**src/rtl/xdma_wr_pkg.sv**
```systemverilog
// Shared types and helpers for the C2H write batching controller.
package xdma_wr_pkg;

  // Batching controller states.
  typedef enum logic [2:0] {
    IDLE     = 3'd0,
    COLLECT  = 3'd1,
    REPORT   = 3'd2,
    IRQ_DLY  = 3'd3,
    WAIT_CLR = 3'd4
  } wr_state_e;

  // Default per-packet alignment (64 B) and its address mask.
  localparam int unsigned ALIGN_LOG2_DFLT = 6;
  localparam logic [31:0] ALIGN_MASK      = ~((32'd1 << ALIGN_LOG2_DFLT) - 32'd1);

  // Mask clearing the low log2 address bits.
  function automatic logic [31:0] f_align_mask(input int unsigned log2);
    return ~((32'd1 << log2) - 32'd1);
  endfunction

  // Round a byte length up to the next 2^log2 boundary (32-bit wrap-around).
  function automatic logic [31:0] f_align_len(input logic [31:0] len, input int unsigned log2);
    logic [31:0] mask_v;
    mask_v = f_align_mask(log2);
    return (len + ~mask_v) & mask_v;
  endfunction

  // Ceiling log2 with a minimum of 1, for sizing counters.
  function automatic int f_clog2(input int unsigned val);
    int r;
    r = 1;
    for (int i = 1; i < 32; i++) begin
      if ((64'd1 << i) < 64'(val)) begin
        r = i + 1;
      end
    end
    return r;
  endfunction

endpackage

```
**src/rtl/xdma_ring_alloc.sv**
```systemverilog
// Host ring write-pointer: aligns lengths, decides fit vs. wrap, advances on accept.
module xdma_ring_alloc
  import xdma_wr_pkg::*;
#(
  parameter logic [31:0] P_RING_BASE  = 32'h0000_0000,
  parameter logic [31:0] P_RING_SIZE  = 32'h0100_0000,
  parameter int unsigned P_ALIGN_LOG2 = 6
) (
  input  logic        i_clk_200MHz,
  input  logic        i_rst_200MHz,
  input  logic [31:0] i_len,
  input  logic        i_accept,
  output logic [31:0] o_addr,
  output logic [31:0] o_alen,
  output logic        o_fits,
  output logic        o_oversize
);

  localparam logic [31:0] RING_END = P_RING_BASE + P_RING_SIZE;

  logic [31:0] cur_addr_q;
  logic [31:0] cur_addr_d;
  logic [31:0] alen_s;
  logic [31:0] addr_s;
  logic [31:0] next_s;
  logic        fits_s;
  logic        oversize_s;

  // Placement of the presented packet: current pointer if it fits, else ring base.
  always_comb begin
    alen_s     = f_align_len(i_len, P_ALIGN_LOG2);
    oversize_s = (alen_s > P_RING_SIZE);
    fits_s     = ((cur_addr_q + alen_s) <= RING_END);
    addr_s     = fits_s ? cur_addr_q : P_RING_BASE;
  end

  // Pointer advance; landing exactly on the ring end folds back to the base.
  always_comb begin
    next_s = addr_s + alen_s;
    if (i_accept && !oversize_s) begin
      if (next_s == RING_END) begin
        cur_addr_d = P_RING_BASE;
      end else begin
        cur_addr_d = next_s;
      end
    end else begin
      cur_addr_d = cur_addr_q;
    end
  end

  // Write-pointer register.
  always_ff @(posedge i_clk_200MHz or posedge i_rst_200MHz) begin
    if (i_rst_200MHz) begin
      cur_addr_q <= P_RING_BASE;
    end else begin
      cur_addr_q <= cur_addr_d;
    end
  end

  assign o_addr     = addr_s;
  assign o_alen     = alen_s;
  assign o_fits     = fits_s;
  assign o_oversize = oversize_s;

endmodule

```
**src/rtl/xdma_wr_batch_ctrl.sv**
```systemverilog
// Groups C2H packet descriptors into contiguous host-ring batches, reports each
// batch to the BAR control block and raises the user interrupt until cleared.
module xdma_wr_batch_ctrl
  import xdma_wr_pkg::*;
#(
  parameter logic [31:0] P_RING_BASE  = 32'h0000_0000,
  parameter logic [31:0] P_RING_SIZE  = 32'h0100_0000,
  parameter int unsigned P_ALIGN_LOG2 = 6,
  parameter int unsigned P_BATCH_MAX  = 16,
  parameter int unsigned P_TIMEOUT    = 2000,
  parameter int unsigned P_IRQ_DLY    = 16
) (
  input  logic        i_clk_200MHz,
  input  logic        i_rst_200MHz,
  input  logic        i_pkt_valid,
  output logic        o_pkt_ready,
  input  logic [31:0] i_pkt_len,
  input  logic [7:0]  i_pkt_stream_id,
  output logic [31:0] o_pkt_addr,
  output logic [31:0] o_bar_addr,
  output logic [31:0] o_bar_len,
  output logic        o_bar_valid,
  output logic [7:0]  o_stream_id,
  output logic        o_stream_valid,
  output logic        o_usr_irq_req,
  input  logic        i_interrupt_clear,
  output logic        o_err_oversize
);

  localparam int CNT_W = f_clog2(P_BATCH_MAX + 1);
  localparam int TMR_W = f_clog2(P_TIMEOUT + 1);
  localparam int DLY_W = f_clog2(P_IRQ_DLY + 1);
  localparam logic [CNT_W-1:0] CNT_LAST = CNT_W'(P_BATCH_MAX - 1);
  localparam logic [TMR_W-1:0] TMR_LAST = TMR_W'(P_TIMEOUT - 1);
  localparam logic [DLY_W-1:0] DLY_LAST = DLY_W'(P_IRQ_DLY - 1);

  wr_state_e   state_q, state_d;
  logic [31:0] batch_addr_q, batch_addr_d;
  logic [31:0] batch_len_q, batch_len_d;
  logic [CNT_W-1:0] cnt_q, cnt_d;
  logic [TMR_W-1:0] timer_q, timer_d;
  logic [DLY_W-1:0] dly_q, dly_d;
  logic [31:0] bar_addr_q, bar_addr_d;
  logic [31:0] bar_len_q, bar_len_d;
  logic        bar_valid_q, bar_valid_d;
  logic [7:0]  stream_id_q, stream_id_d;
  logic        stream_valid_q, stream_valid_d;
  logic        irq_q, irq_d;
  logic        err_q, err_d;
  logic        run_q, run_d;

  logic [31:0] addr_s;
  logic [31:0] alen_s;
  logic        fits_s;
  logic        oversize_s;
  logic        ready_s;
  logic        accept_s;

  xdma_ring_alloc #(
    .P_RING_BASE  (P_RING_BASE),
    .P_RING_SIZE  (P_RING_SIZE),
    .P_ALIGN_LOG2 (P_ALIGN_LOG2)
  ) u_ring_alloc (
    .i_clk_200MHz (i_clk_200MHz),
    .i_rst_200MHz (i_rst_200MHz),
    .i_len        (i_pkt_len),
    .i_accept     (accept_s),
    .o_addr       (addr_s),
    .o_alen       (alen_s),
    .o_fits       (fits_s),
    .o_oversize   (oversize_s)
  );

  // Descriptor acceptance; oversize packets are always taken so they can be flagged and dropped.
  always_comb begin
    ready_s = 1'b0;
    case (state_q)
      IDLE:    ready_s = run_q;
      COLLECT: ready_s = fits_s | oversize_s;
      default: ready_s = 1'b0;
    endcase
  end

  assign accept_s = i_pkt_valid & ready_s;

  // Next-state and registered-output logic of the batching FSM.
  always_comb begin
    state_d        = state_q;
    batch_addr_d   = batch_addr_q;
    batch_len_d    = batch_len_q;
    cnt_d          = cnt_q;
    timer_d        = timer_q;
    dly_d          = dly_q;
    run_d          = 1'b1;
    err_d          = err_q | (accept_s & oversize_s);
    stream_valid_d = accept_s & ~oversize_s;
    stream_id_d    = stream_valid_d ? i_pkt_stream_id : stream_id_q;

    case (state_q)
      IDLE: begin
        if (accept_s && !oversize_s) begin
          batch_addr_d = addr_s;
          batch_len_d  = alen_s;
          cnt_d        = CNT_W'(1);
          timer_d      = '0;
          if (P_BATCH_MAX == 1) begin
            state_d = REPORT;
          end else begin
            state_d = COLLECT;
          end
        end else begin
          state_d = IDLE;
        end
      end
      COLLECT: begin
        if (accept_s) begin
          if (!oversize_s) begin
            batch_len_d = batch_len_q + alen_s;
            cnt_d       = cnt_q + 1'b1;
            timer_d     = '0;
            if (cnt_q == CNT_LAST) begin
              state_d = REPORT;
            end else begin
              state_d = COLLECT;
            end
          end else begin
            state_d = COLLECT;
          end
        end else if (i_pkt_valid) begin
          // A valid packet that was refused does not fit: close the batch, it stays pending.
          state_d = REPORT;
        end else if (timer_q == TMR_LAST) begin
          state_d = REPORT;
        end else begin
          timer_d = timer_q + 1'b1;
        end
      end
      REPORT: begin
        // The REPORT cycle is the first delay cycle, so the irq lands P_IRQ_DLY after the strobe.
        state_d = IRQ_DLY;
        dly_d   = DLY_W'(1);
      end
      IRQ_DLY: begin
        if (dly_q >= DLY_LAST) begin
          state_d = WAIT_CLR;
        end else begin
          dly_d = dly_q + 1'b1;
        end
      end
      WAIT_CLR: begin
        if (i_interrupt_clear) begin
          state_d = IDLE;
        end else begin
          state_d = WAIT_CLR;
        end
      end
      default: begin
        state_d = IDLE;
      end
    endcase

    bar_valid_d = (state_d == REPORT);
    bar_addr_d  = bar_valid_d ? batch_addr_d : bar_addr_q;
    bar_len_d   = bar_valid_d ? batch_len_d : bar_len_q;
    irq_d       = (state_d == WAIT_CLR);
  end

  // State and output registers.
  always_ff @(posedge i_clk_200MHz or posedge i_rst_200MHz) begin
    if (i_rst_200MHz) begin
      state_q        <= IDLE;
      batch_addr_q   <= 32'h0000_0000;
      batch_len_q    <= 32'h0000_0000;
      cnt_q          <= '0;
      timer_q        <= '0;
      dly_q          <= '0;
      bar_addr_q     <= 32'h0000_0000;
      bar_len_q      <= 32'h0000_0000;
      bar_valid_q    <= 1'b0;
      stream_id_q    <= 8'h00;
      stream_valid_q <= 1'b0;
      irq_q          <= 1'b0;
      err_q          <= 1'b0;
      run_q          <= 1'b0;
    end else begin
      state_q        <= state_d;
      batch_addr_q   <= batch_addr_d;
      batch_len_q    <= batch_len_d;
      cnt_q          <= cnt_d;
      timer_q        <= timer_d;
      dly_q          <= dly_d;
      bar_addr_q     <= bar_addr_d;
      bar_len_q      <= bar_len_d;
      bar_valid_q    <= bar_valid_d;
      stream_id_q    <= stream_id_d;
      stream_valid_q <= stream_valid_d;
      irq_q          <= irq_d;
      err_q          <= err_d;
      run_q          <= run_d;
    end
  end

  assign o_pkt_ready    = ready_s;
  assign o_pkt_addr     = addr_s;
  assign o_bar_addr     = bar_addr_q;
  assign o_bar_len      = bar_len_q;
  assign o_bar_valid    = bar_valid_q;
  assign o_stream_id    = stream_id_q;
  assign o_stream_valid = stream_valid_q;
  assign o_usr_irq_req  = irq_q;
  assign o_err_oversize = err_q;

endmodule

```
**config.mk**
```make
export PLATFORM = sky130hd
export DESIGN_NAME = xdma_wr_batch_ctrl
export DESIGN_NICKNAME = d
export VERILOG_FILES = /design/src/rtl/xdma_wr_pkg.sv /design/src/rtl/xdma_ring_alloc.sv /design/src/rtl/xdma_wr_batch_ctrl.sv
export SDC_FILE = /design/constraint.sdc
export NUM_CORES = 1
export LEC_CHECK = 0
export BUFFER_PORTS_ARGS = -buffer_cell sky130_fd_sc_hd__buf_2
export CAP_MARGIN = 20
export CORE_MARGIN = 10
export CORE_UTILIZATION = 60
export CTS_BUF_LIST = sky130_fd_sc_hd__clkbuf_4
export DETAILED_ROUTE_END_ITERATION = 10
export PLACE_DENSITY = 0.82
export SETUP_SLACK_MARGIN = 0.1
export SLEW_MARGIN = 25
export SYNTH_ARGS = -nofsm -noshare
export SYNTH_HDL_FRONTEND = slang
export SYNTH_SLANG_ARGS = --single-unit
```
**constraint.sdc**
```tcl
create_clock -name i_clk_200MHz -period 23.3 [get_ports i_clk_200MHz]
set_clock_uncertainty 0.2 [all_clocks]
set_input_delay 6.99 -clock i_clk_200MHz [delete_from_list [all_inputs] [get_ports i_clk_200MHz]]
set_output_delay 6.99 -clock i_clk_200MHz [all_outputs]
set_load 0.005 [all_outputs]
```
==> results of run 1 <==
## sequential cells by signal (all words and copies together), names as in the netlist
| register | cells |
|---|---|
| o_usr_irq_req | 1 |
| cnt_q | 5 |
| run_q | 1 |
| state_q | 3 |
| o_stream_valid | 1 |
| o_err_oversize | 1 |
| batch_len_q | 32 |
| o_bar_len | 32 |
| u_ring_alloc.cur_addr_q | 32 |
| dly_q | 5 |
| o_stream_id | 8 |
| timer_q | 11 |
| o_bar_addr | 32 |
| batch_addr_q | 32 |
| o_bar_valid | 1 |
## synthesized netlist by cell type, types with 7 or more instances
| cell | instances | area, um^2 |
|---|---|---|
| nor2_1 | 71 | 267 |
| xor2_1 | 34 | 298 |
| nor4_1 | 12 | 75.1 |
| o21bai_1 | 8 | 60.1 |
| or4_1 | 7 | 52.6 |
| o21ai_0 | 109 | 546 |
| nand4_1 | 21 | 131 |
| nand3_1 | 28 | 140 |
| nor2b_1 | 13 | 81.3 |
| o31ai_1 | 9 | 67.6 |
| or3_1 | 8 | 50.1 |
| mux2_2 | 100 | 1130 |
| clkbuf_1 | 35 | 131 |
| xnor2_1 | 55 | 482 |
| inv_1 | 34 | 128 |
| and2_1 | 43 | 269 |
| nor3_1 | 24 | 120 |
| a211oi_1 | 13 | 97.6 |
| nand2_1 | 167 | 627 |
| dfrtp_1 | 197 | 4930 |
| o211ai_1 | 18 | 135 |
| o21a_1 | 15 | 113 |
| a31oi_1 | 9 | 56.3 |
| ha_1 | 81 | 1010 |
| a21o_1 | 17 | 128 |
| and3_1 | 19 | 119 |
| a21oi_1 | 68 | 340 |
| nand2b_1 | 17 | 106 |
| mux2i_1 | 7 | 70.1 |
## cell usage in the layout, fill, tap and decap left out, types with 34 or more instances in the layout
| cell type | n |
|---|---|
| xnor2_1 | 55 |
| nor2_1 | 70 |
| ha_1 | 81 |
| and2_1 | 43 |
| o21ai_0 | 109 |
| nand2_1 | 167 |
| a21oi_1 | 68 |
| xor2_1 | 34 |
| buf_2 | 152 |
| dfrtp_1 | 197 |
| mux2_2 | 100 |
## worst paths after layout
kind / slack, ns / to / cells after the start
min in group asynchronous: 6.25 / o_bar_len[3] / 2
max: 3.32 / o_pkt_addr[7] / 18
max reg2reg: 15.11 / u_ring_alloc.cur_addr_q[24] / 25
min: 0.29 / o_stream_id[0] / 2
min reg2reg: 0.29 / o_stream_id[0] / 2
max in group asynchronous: 15.18 / u_ring_alloc.cur_addr_q[22] / 3
## metrics by stage
step	total power [mW]	util, %	hold WS, ns	cells
final	0.775	68.4	0.286	1763
after global routing	0.812	68.4	0.312	1761
after CTS	0.774	68.3	0.292	1752
after detailed placement	0.563	66.6	0.250	1720
after global placement	0.558	66.6	0.246	1720
after floorplan	0.507	-	0.247	1333
## worst min-delay path: cells and delay by family, from the launching register on
kind             cells  cell delay (ns)
AND/OR/NAND/NOR      2             0.10
flip-flops           1             0.38
## power by group through the flow
stage / clock network [mW] / logic, mW / registers, mW
6_report: 0.215 / 0.194 / 0.366
5_1_grt: 0.229 / 0.214 / 0.369
4_1_cts: 0.216 / 0.193 / 0.366
3_5_place_dp: 0 / 0.191 / 0.372
3_3_place_gp: 0 / 0.187 / 0.371
2_1_floorplan: 0 / 0.135 / 0.371
## routing by layer
| metal | track usage (%) | vias up |
|---|---|---|
| met5 | 0 | - |
| met2 | 43.2 | 491 |
| met3 | 4.95 | 80 |
| li1 | - | 5112 |
| met4 | 10.3 | 0 |
| met1 | 33.3 | 5288 |
## cells by family (layout without fill, tap and decap cells)
group / count (synthesis) / after routing / share of synthesized area (%)
DFF: 197 / 197 / 39.1
other: 1 / 12 / 0.0298
buffers and inverters: 79 / 228 / 2.50
AOI/OAI and AO/OA: 325 / 325 / 16.4
adders and majority gates: 84 / 84 / 8.52
xor gates and xnor gates: 89 / 89 / 6.19
muxes: 108 / 108 / 9.59
and+or+nand+nor: 450 / 450 / 17.6
## area by class of cell
type	instances	area share, %
clock buffers	17	0.913
well taps	270	2.42
inverters	34	0.967
diodes	11	0.197
multi-input cells	1057	52.7
flip-flops and latches	197	35.3
clock inverters	15	1.58
repair buffers	162	5.98
==> impl_results.md, run 1 <==
* CP Launch Point: i_pkt_len[5]
* Number of enable flip-flop cells after synthesis at 0
* Chip Width at around 160 um
* Unrepaired setup endpoints after global routing: false
* Setup CP Type: input port to output pin
* Largest net degree at the start of global routing at 125
* Worst r2r src: u_ring_alloc.cur_addr_q[6]
* Post-synth cell types at 75
* Post-CTS sizing at 0
* Final Cell Area at around 0.014 mm^2
* Core region area at roughly 0.020 mm^2
* Grt total ovfl at 0
* DRC at 0
* Reg area at between 0.004 and 0.005 mm^2
* Post-Route WL at between 30000 and 40000 um
* Cell Pwr Density at between 50 and 60 mW/mm^2
* P_leak at about 7.1 nW
* Final Net Count at roughly 1600
* CTS sink cnt at around 200
* Max Slew Vio Count at 0
* Arrival time worst endpoint at roughly 13 ns
* Worst-path cell chain: buf_2 > nor4_2 > a21oi_1 > and3_1 > xor2_1 > ha_1 > a21oi_1 > o21ai_0 > a221oi_1 > nand2_1 > o31ai_1 > xnor2_1 > or4_1 > nor3_4 > buf_4 > nand2_1 > inv_1 > buf_2
* First-pass GRT wire length at 56900 um
* I/O Buffers at roughly 150
* Worst-Margin Slew at 0.915 ns
* HP Start: o_stream_id[0]
* Final Cycle Share at between 80% and 90%
* Number of max-cap violations at 0
* Syn Inst Count at roughly 1300
* Worst Path Buf+Inv at 4
* Filler cell count at roughly 1700
* Top routing layer used: met4
* Crit path max fanout at 27
* Net Count, Synth at roughly 1500
* Clock transition at the registers of the reported paths at ~0.20 ns
* Main synth FF type: dfrtp_1
* Setup_tns at 0 ns
* Pre-CTS setup slack at around 3.4 ns
* WL/cell at approximately 20 um
* Mapped Area at ~0.013 mm^2
* Root Driver: clkbuf_4
* Sw Ratio at 37.7%
* Initial core utilization at 61.6%
* Max Freq at between 50 and 60 MHz
* Sequential power share at 47.3%
* Clock latency on the worst-skew pair at ~0.64 ns
* Internal at between 0.4 and 0.5 mW
* Relative slew slack at between 30 and 40%
* Post-CTS Hold Buffers at 0
* Routed Antenna Nets at 0
* Placed inst area at between 0.01 and 0.015 mm^2
* Final Setup Violations at 0
* Via count at 11000
* Io pins at roughly 150
* FP Rows at 52
* Number of DRC markers in iteration 0 at 865
* Final setup margin at roughly 3.3 ns
* Clk network pwr share at between 20% and 30%
* Max IR drop VDD at around 57 uV
* Startpoint Class: input port
* Worst hold path type: flop to flop
* Async SR Flop Fraction at 100%
* Required @ worst endpoint at between 15 and 20 ns
* HPWL Detailed at between 20000 and 30000 um
* Met3 WL at between 2000 and 3000 um
* GRT Util Overall at 26.2%
* Die height at 165 um
* Placer Congestion at between 1 and 1.5
* Crit-path slowest cell: or4_1
* Final Hold Fails at 0
* Slowest stage delay, CP at between 0.6 and 0.7 ns
* Initial antenna violation count at 8
* WL met1 at 14500 um
* CP delay by family, top: simple AND/OR/NAND/NOR gates
* Status: completed
* Die area at around 0.027 mm^2
* Post-DR vias/cell at a little over 6
* TritonRoute pass-1 iters at 7
* Post-synthesis area per instance at roughly 9.4 um^2
* Sw Pwr at 0.292 mW
* Met2 routed WL at ~17000 um
* Yosys warns at 0
* CP Capture Type: output pin
* Tmin final at around 20 ns
* Vias in the first global route at between 10000 and 15000
* Register area share after synthesis at 39.1%
* Multi-input gate area at roughly 0.0074 mm^2
* CTS tree: built
* CTS Buffer Depth at 2
* Synthesis-stage register bit count at 197
* H-Tree Depth at 4
* Post-CTS Setup Bufs at 0
* Part of the power in combinational logic at around a quarter
* Layout cells sized above 1 at a little over a fifth
* Num CTS Buffers at 17
* Layout area overhead at 11.0%
Power figures use the tool's default switching activity.
==> inputs of run 2 (changes only) <==
- RECOVER_POWER: unset -> 100
==> impl_results.md, run 2 (synthesis results as in run 1) <==
* Commonest non-fill, non-tap cell in the layout: dfrtp_1 (unchanged)
* Number of DRC markers in iteration 0 at 804 (was 865)
* Worst Path Buf+Inv at 5 (was 4)
* First-pass GRT wire length at 56900 um (unchanged)
* FP Rows at 52 (unchanged)
* Arrival time worst endpoint at 14.06 ns (was 12.79 ns)
* Most frequent cells in the layout: dfrtp_1, nand2_1, o21ai_0, clkbuf_1, mux2_2 (was dfrtp_1, nand2_1, buf_2, o21ai_0, mux2_2)
* CTS Buffer Depth at 2 (unchanged)
* CP Launch Point: i_pkt_len[5] (unchanged)
* Clock transition at the registers of the reported paths at 0.19 ns (was 0.20 ns)
* Final Cell Area at 0.0138 mm^2 (was 0.0140 mm^2)
* Die area at 0.0272 mm^2 (unchanged)
* Via count at 11000 (about the same)
* Worst-path cell chain: buf_2 > nor4_1 > nand2_1 > nand2_1 > xor2_1 > inv_1 > ha_1 > a211oi_1 > o21ai_0 > a211oi_1 > nor4_1 > a221oi_1 > xnor2_1 > or4_1 > nor3_1 > buf_4 > nand2_1 > inv_1 > clkbuf_1 (was buf_2 > nor4_2 > a21oi_1 > and3_1 > xor2_1 > ha_1 > a21oi_1 > o21ai_0 > a221oi_1 > nand2_1 > o31ai_1 > xnor2_1 > or4_1 > nor3_4 > buf_4 > nand2_1 > inv_1 > buf_2)
* Initial core utilization at 61.6% (unchanged)
* Worst r2r src: u_ring_alloc.cur_addr_q[6] (unchanged)
* Post-CTS Hold Buffers at 0 (unchanged)
* WL/cell at 20.2 um (about the same)
* R2r worst-path depth at 25 (unchanged)
* Filler cell count at 1728 (was 1666)
* TritonRoute pass-1 iters at 5 (was 7)
* Cell Pwr Density at 56.0 mW/mm^2 (was 55.4 mW/mm^2)
* GRT Util Overall at 26.2% (unchanged)
* Post-CTS sizing at 0 (unchanged)
* Status: complete, but fails checks (was completed)
* Routed Antenna Nets at 0 (unchanged)
* Io pins at 153 (unchanged)
* I/O Buffers at 152 (unchanged)
* Number of max-cap violations at 8 (was 0)
* Crit-path slowest cell: nor3_1 (was or4_1)
* CP delay by family, top: simple AND/OR/NAND/NOR gates (unchanged)
* CP Capture Type: output pin (unchanged)
* Max Slew Vio Count at 422 (was 0)
* Die height at 165 um (unchanged)
* Crit path max fanout at 27 (unchanged)
* Root Driver: clkbuf_4 (unchanged)
* Placed Cells at 1720 (unchanged)
* Worst-Margin Slew at 5.32 ns (was 0.915 ns)
* CTS sink cnt at 197 (unchanged)
* Largest net degree at the start of global routing at 125 (unchanged)
* Vias in the first global route at 10900 (unchanged)
* Slowest stage delay, CP at 1.28 ns (was 0.69 ns)
* Max IR drop VDD at 62.9 uV (was 57.2 uV)
* DRC at 0 (unchanged)
* CP Depth at 19 (was 18)
* Post-CTS Setup Bufs at 0 (unchanged)
* Layout area overhead at 9.51% (was 11.0%)
* CTS tree: built (unchanged)
* Required @ worst endpoint at 16.11 ns (about the same)
* Worst hold path type: flop to flop (unchanged)
* Post-DR vias/cell at 6.25 (was 6.22)
* Final Hold Fails at 0 (unchanged)
* Placer Congestion at 1.01 (unchanged)
* CP Capture Point: o_pkt_addr[7] (unchanged)
* Max Freq at 47.1 MHz (was 50.0 MHz)
* H-Tree Depth at 4 (unchanged)
* Worst R2R End: u_ring_alloc.cur_addr_q[24] (unchanged)
* R2R Setup Slk at 14.23 ns (was 15.11 ns)
* Final Util at 67.5% (was 68.4%)
* Setup CP Type: input port to output pin (unchanged)
* Post-Route WL at 35600 um (was 35500 um)
* HPWL Detailed at 26700 um (unchanged)
* Num CTS Buffers at 17 (unchanged)
* Tmin final at 21.25 ns (was 19.98 ns)
* Final Setup Violations at 0 (unchanged)
* Core region area at 0.0204 mm^2 (unchanged)
* Placed inst area at 0.0136 mm^2 (unchanged)
* HP Start: o_stream_id[1] (was o_stream_id[0])
* Final Non-Filler Cells at 1762 (was 1763)
* Final Cycle Share at 91.2% (was 85.8%)
* Unrepaired setup endpoints after global routing: false (unchanged)
* Relative slew slack at -257% (was 38.5%)
* Startpoint Class: input port (unchanged)
* Clock latency on the worst-skew pair at 0.63 ns (was 0.64 ns)
* Final Net Count at 1597 (unchanged)
* Initial antenna violation count at 8 (unchanged)
* Failing checks: capacitance limit, slew limit
* Pre-CTS setup slack at 3.39 ns (unchanged)
* Setup_tns at 0 ns (unchanged)
* P_leak at 6.62 nW (was 7.12 nW)
* Grt total ovfl at 0 (unchanged)
* Crit-path most repeated cell: nand2_1
* Layout cells sized above 1 at 13.6% (was 21.3%)
* Final setup margin at 2.05 ns (was 3.32 ns)
* Chip Width at 165 um (unchanged)
==> run 2: cell count changes in the layout (fill, tap and decap cells not counted), moves of 4 or more <==
cell      change
and2_0       +35
and2_1       -35
buf_2       -100
buf_4         -7
clkbuf_1    +103
clkbuf_2      +4
mux2_1        +4
mux2_2        -4
==> run 2: per-layer routing <==
| metal | up-vias | routed length (um) | GRT usage [%] |
|---|---|---|---|
| li1 | 5112 | - | - |
| met1 | 5325 | 14700 | 33.3 |
| met2 | 492 | 17100 | 43.2 |
| met3 | 75 | 2750 | 4.95 |
| met4 | 0 | 1020 | 10.3 |
| met5 | - | 0 | 0 |
==> run 2: cell type report <==
class,instances,area (um^2),area share [%]
antenna,10,25.0,0.181
clock buffer,17,128,0.925
clock inverter,15,220,1.60
inverter,34,129,0.934
multi-input combinational,1057,7330,53.2
sequential,197,4930,35.7
tap,270,338,2.45
timing repair buffer,162,689,5.00
==> run 2: how the worst min path moves through the flow <==
| stage | end | depth (start not counted) |
|---|---|---|
| 2_1_floorplan | batch_len_q[0] | 1 |
| 3_3_place_gp | o_stream_id[0] | 2 |
| 3_5_place_dp | o_stream_id[1] | 2 |
| 4_1_cts | o_stream_id[1] | 2 |
| 5_1_grt | o_stream_id[1] | 2 |
| 6_report | o_stream_id[1] | 2 |
==> run 2: stage by stage <==
stage	hold WS [ns]	total power [mW]
after floorplan	0.247	0.507
final	0.289	0.772
after detailed placement	0.250	0.563
after global routing	0.317	0.812
after CTS	0.292	0.774
after global placement	0.246	0.558
==> run 2: power by group <==
part	total [mW]	switching (mW)	internal (mW)
clock	0.213	0.155	0.0578
sequential	0.367	0.0101	0.356
combinational	0.193	0.124	0.0688
total	0.772	0.289	0.483
==> run 2: worst min-delay path: stages (launching register included) <==
cell	delay, ns
dfrtp_1	0.38
nand2_1	0.05
nand2_1	0.05
